<file path="config.mk">
export PLATFORM = sky130hd
export DESIGN_NAME = cfg_chain_loader
export DESIGN_NICKNAME = d
export VERILOG_FILES = /design/src/rtl/cfg_chain_loader.sv
export SDC_FILE = /design/constraint.sdc
export NUM_CORES = 1
export LEC_CHECK = 0
export CORE_MARGIN = 1
export CORE_UTILIZATION = 41
export DETAILED_ROUTE_END_ITERATION = 8
export PLACE_DENSITY = 0.77
export SLEW_MARGIN = 5
export SYNTH_ARGS = -nofsm -noshare
export SYNTH_HDL_FRONTEND = slang
export SYNTH_SLANG_ARGS = --single-unit
</file>
<file path="constraint.sdc">
create_clock -name prog_clk -period 3 [get_ports prog_clk]
set_input_delay 0.3 -clock prog_clk [delete_from_list [all_inputs] [get_ports prog_clk]]
set_output_delay 0.3 -clock prog_clk [all_outputs]
set_load 0.02 [all_outputs]
</file>
<file path="src/rtl/cfg_chain_loader.sv">
// Serialises a captured bitstream into a daisy-chained configuration shift chain,
// optionally reshifts it while comparing the chain's readback, then enables the fabric.
module cfg_chain_loader #(
  parameter int unsigned CHAIN_LEN = 69,
  parameter bit          VERIFY    = 1'b1
) (
  input  logic                         prog_clk,
  input  logic                         prog_rst_n,
  input  logic                         cfg_valid,
  input  logic [CHAIN_LEN-1:0]         cfg_data,
  output logic                         cfg_ready,
  input  logic                         cfg_abort,
  output logic                         prog_in,
  output logic                         prog_en,
  input  logic                         prog_out,
  output logic                         cfg_done,
  output logic                         cfg_err,
  output logic [$clog2(CHAIN_LEN)-1:0] err_idx,
  output logic                         clb_en
);

  localparam int unsigned     CntW    = $clog2(CHAIN_LEN);
  localparam logic [CntW-1:0] LastIdx = CntW'(CHAIN_LEN - 1);

  typedef enum logic [1:0] {StIdle, StShift, StVerify, StDone} state_e;

  state_e                 state_q, state_d;
  logic [CHAIN_LEN-1:0]   bs_q, bs_d;
  logic [CntW-1:0]        cnt_q, cnt_d, cnt_inc;
  logic                   prog_in_q, prog_in_d;
  logic                   prog_en_q, prog_en_d;
  logic                   done_q, done_d;
  logic                   err_q, err_d;
  logic [CntW-1:0]        idx_q, idx_d;
  logic                   clb_q, clb_d;
  logic                   last_bit;
  logic                   mismatch;

  assign last_bit  = (cnt_q == LastIdx);
  assign cnt_inc   = last_bit ? '0 : cnt_q + CntW'(1);
  assign mismatch  = (prog_out != bs_q[cnt_q]);
  assign cfg_ready = (state_q == StIdle);

  always_comb begin
    state_d   = state_q;
    bs_d      = bs_q;
    cnt_d     = cnt_q;
    prog_in_d = 1'b0;
    prog_en_d = 1'b0;
    done_d    = 1'b0;
    err_d     = err_q;
    idx_d     = idx_q;
    clb_d     = clb_q;
    unique case (state_q)
      StIdle: begin
        if (cfg_valid && !cfg_abort) begin
          state_d   = StShift;
          bs_d      = cfg_data;
          cnt_d     = '0;
          prog_en_d = 1'b1;
          prog_in_d = cfg_data[0];
          err_d     = 1'b0;
          idx_d     = '0;
          clb_d     = 1'b0;
        end
      end
      StShift, StVerify: begin
        if (cfg_abort) begin
          state_d = StIdle;
          err_d   = 1'b1;
          idx_d   = '0;
        end else begin
          // Only the first readback mismatch is recorded.
          if (state_q == StVerify && mismatch && !err_q) begin
            err_d = 1'b1;
            idx_d = cnt_q;
          end
          cnt_d = cnt_inc;
          if (!last_bit || (state_q == StShift && VERIFY)) begin
            if (last_bit) state_d = StVerify;
            prog_en_d = 1'b1;
            prog_in_d = bs_q[cnt_inc];
          end else begin
            state_d = StDone;
            done_d  = 1'b1;
            clb_d   = !err_d;
          end
        end
      end
      StDone: state_d = StIdle;
      default: state_d = StIdle;
    endcase
  end

  always_ff @(posedge prog_clk or negedge prog_rst_n) begin
    if (!prog_rst_n) begin
      state_q   <= StIdle;
      bs_q      <= '0;
      cnt_q     <= '0;
      prog_in_q <= 1'b0;
      prog_en_q <= 1'b0;
      done_q    <= 1'b0;
      err_q     <= 1'b0;
      idx_q     <= '0;
      clb_q     <= 1'b0;
    end else begin
      state_q   <= state_d;
      bs_q      <= bs_d;
      cnt_q     <= cnt_d;
      prog_in_q <= prog_in_d;
      prog_en_q <= prog_en_d;
      done_q    <= done_d;
      err_q     <= err_d;
      idx_q     <= idx_d;
      clb_q     <= clb_d;
    end
  end

  assign prog_in  = prog_in_q;
  assign prog_en  = prog_en_q;
  assign cfg_done = done_q;
  assign cfg_err  = err_q;
  assign err_idx  = idx_q;
  assign clb_en   = clb_q;

endmodule

</file>
==> results of run 1 <==
==> timing repair <==
action,CTS,global route
hold buffers,0,0
gates resized for setup,0,1
setup endpoints to repair,0,2
==> metrics by stage <==
stage / utilization [%] / worst slack (ns) / std cells
global route: 53.9 / 0.0644 / 816
CTS: 53.9 / 0.0932 / 816
finish: 53.9 / 0.208 / 816
floorplan: - / 0.174 / 558
detailed placement: 51.3 / 0.123 / 800
global placement: 51.3 / 0.247 / 800
==> flip-flops by register name, summed over array words and instances (netlist names) <==
register / flops
state_q: 2
cnt_q: 7
cfg_err: 1
err_idx: 7
cfg_done: 1
prog_en: 1
bs_q: 69
clb_en: 1
prog_in: 1
==> where the power goes <==
part | switching [uW] | internal (uW)
clock | 477 | 690
combinational | 1480 | 1380
sequential | 506 | 1730
==> layout make-up <==
type	count	area, sq um
multi-input combinational	424	2670
sequential	90	2250
clock buffer	12	256
inverter	9	33.8
timing repair buffer	109	1030
fill	1087	5560
clock inverter	4	50.0
tap	168	210
==> worst min-delay path by stage <==
| stage | endpoint | cells after the start | from | slack (ns) |
|---|---|---|---|---|
| final | bs_q[43] | 1 | prog_rst_n | 0.17 |
| after global routing | bs_q[43] | 1 | prog_rst_n | 0.27 |
| after CTS | bs_q[43] | 1 | prog_rst_n | 0.21 |
| after detailed placement | bs_q[32] | 2 | bs_q[32] | 0.49 |
| after global placement | bs_q[32] | 2 | bs_q[32] | 0.48 |
| after floorplan | bs_q[0] | 0 | prog_rst_n | 0.004 |
==> logic make-up after synthesis <==
logic type      Yosys count  share of synthesized area (%)
xor+xnor                  8                           1.52
flops                    90                           44.1
mux                      47                           14.6
compound gates           72                           10.7
fa+ha+maj                 6                           1.47
buf+inv                  44                           3.92
simple gates            291                           23.7
==> per-layer routing <==
metal / up-vias / global-route usage [%] / share of wire, %
met5: - / 0 / 0
li1: 2081 / - / -
met1: 2118 / 30.0 / 45
met3: 24 / 3.19 / 5.7
met4: 0 / 9.21 / 1.6
met2: 162 / 37.2 / 48
==> cells in the final DEF (no fill, tap or decap), types with 9 or more instances in the layout <==
cell type        instances
inv_1                    9
nor2_1                  14
clkbuf_16                9
dfrtp_1                 89
mux2i_1                 17
a21oi_1                 10
clkdlybuf4s50_1         85
mux4_2                  17
buf_4                   24
o21ai_0                 13
nand2_1                233
==> flow_summary.toml, run 1 <==
[clock_tree]
cts_buffer_depth = 2
cts_tree = "yes"
cts_max_level = 3
cts_setup_buffers = 0
cts_buffers = 9
clk_latency_ns = 0.35
cts.sinks = 90
root_buffer = "clkbuf_16"
clk_pin_slew_ns = 0.07

[setup_path]
required_ns = 3.24
cpMaxStageDelayCell = "dfrtp_1"
crit_path_frequent_cell = "buf_4"
path_buf_inv = 2
cp-endpoint = "clb_en"
worstReg2RegEnd = "clb_en"
cp-end-kind = "flip-flop"
cp_top_family = "multiplexers"
path_depth = 9
critPathMaxStageDelay_ns = 0.45
path_max_fanout = 12
timing_worst_setup_path_type = "reg2reg"
reg2reg_depth = 9
rrSetupSlack_ns = 0.21
r2r_start = "cnt_q[1]"
critPathArrivalTime_ns = 3.03
startpoint = "cnt_q[1]"
worstPathCellList = "buf_4 > buf_4 > mux2i_1 > mux4_2 > nand2b_1 > a32oi_1 > and3_4 > mux2_4 > a41o_1"
start_kind = "flip-flop"

[floorplanning]
core-area_sq_um = 12100
start_util_pct = 42.4
die_height_microns = 114
die-area_sq_um = 12900
ios = 87
die_w_microns = 114
rows = 40

[grt]
first_global_vias = 4420
grt_antenna_before_repair = 0
grt_first_pass_wirelength_microns = 22500
grt_usage_pct = 22.5
grt_max_degree = 91
overflow = 0

[finish]
drive_gt1_share_pct = 11.0
areaGrowthSynthToFinish_pct = 27.2
design_area_sq_um = 6500
diodes = 0
finalNetCount = 723

[status]
status = "complete, no violations"

[power_and_ir_drop]
p_total_uw = 6250
power_density_nw_per_um2 = 962
p_leak_uw = 0.00299
ir_worst_vdd_uv = 421

[logic_synthesis]
synth_seq_area_share_pct = 44.1
yosysUniqueCellTypes = 66
syn_inst = 558
synthTopCellsByCount = "nand2_1 (233), dfrtp_1 (90), clkbuf_1 (19)"
yosys.area.top_type = "dfrtp_1"
syn_nets = 638
syn_area_per_cell_sq_um = 9.16
synthesis.area_sq_um = 5110
synthArstFlopShare_pct = 100
ys.flop_type = "dfrtp_1"
yosys.cell_count.top_type = "nand2_1"
ys_seq_elements = 90
yosys-top-cells-area = "dfrtp_1 (44%), nand2_1 (17%), mux4_2 (7.5%), mux2i_1 (3.3%), mux4_1 (1.5%)"
synth_warnings = 0
synth_top_area_share_pct = 44.1
synth_edf_count = 0

[placed_design]
hpwl_microns = 10100
place_area_sq_um = 6190
numPortBuffers = 86
place_congestion = 0.933

[min_path]
hold_class = "in2async"

[detailed_routing]
drt-initial-drc-count = 409
wl_microns = 13700
antenna_left = 0
wl_per_cell_microns = 16.8
post_drt_via_cell_ratio = 5.37
num_vias = 4385
drc = 0
dr.pass1.iters = 6

[sta]
tns_ns = 0
max_clock_freq_ghz = 0.358
final.setup_skew_ns = 0.00951
rsz0062_at_grt = "false"
max_slew_margin_pct = 24.9
worst_pin_slew_ns = 1.13
hold_ws_ns = 0.173
min_period_over_period_pct = 93.1
finalMaxSlewViolations = 0
hold_viol = 0
setup_viol = 0
period_needed_ns = 2.79

[job]
maxCapViolCount = 0
(Power assumes the default switching activity.)
==> run 2, diff against run 1 <==
--- a/config.mk
+++ b/config.mk
@@ -7,6 +7,7 @@
 export LEC_CHECK = 0
 export CORE_MARGIN = 1
 export CORE_UTILIZATION = 41
+export CTS_CLUSTER_SIZE = 12
 export DETAILED_ROUTE_END_ITERATION = 8
 export PLACE_DENSITY = 0.77
 export SLEW_MARGIN = 5
==> results of run 2 <==
Final layout, timing and power as in run 1 (identical DEF).
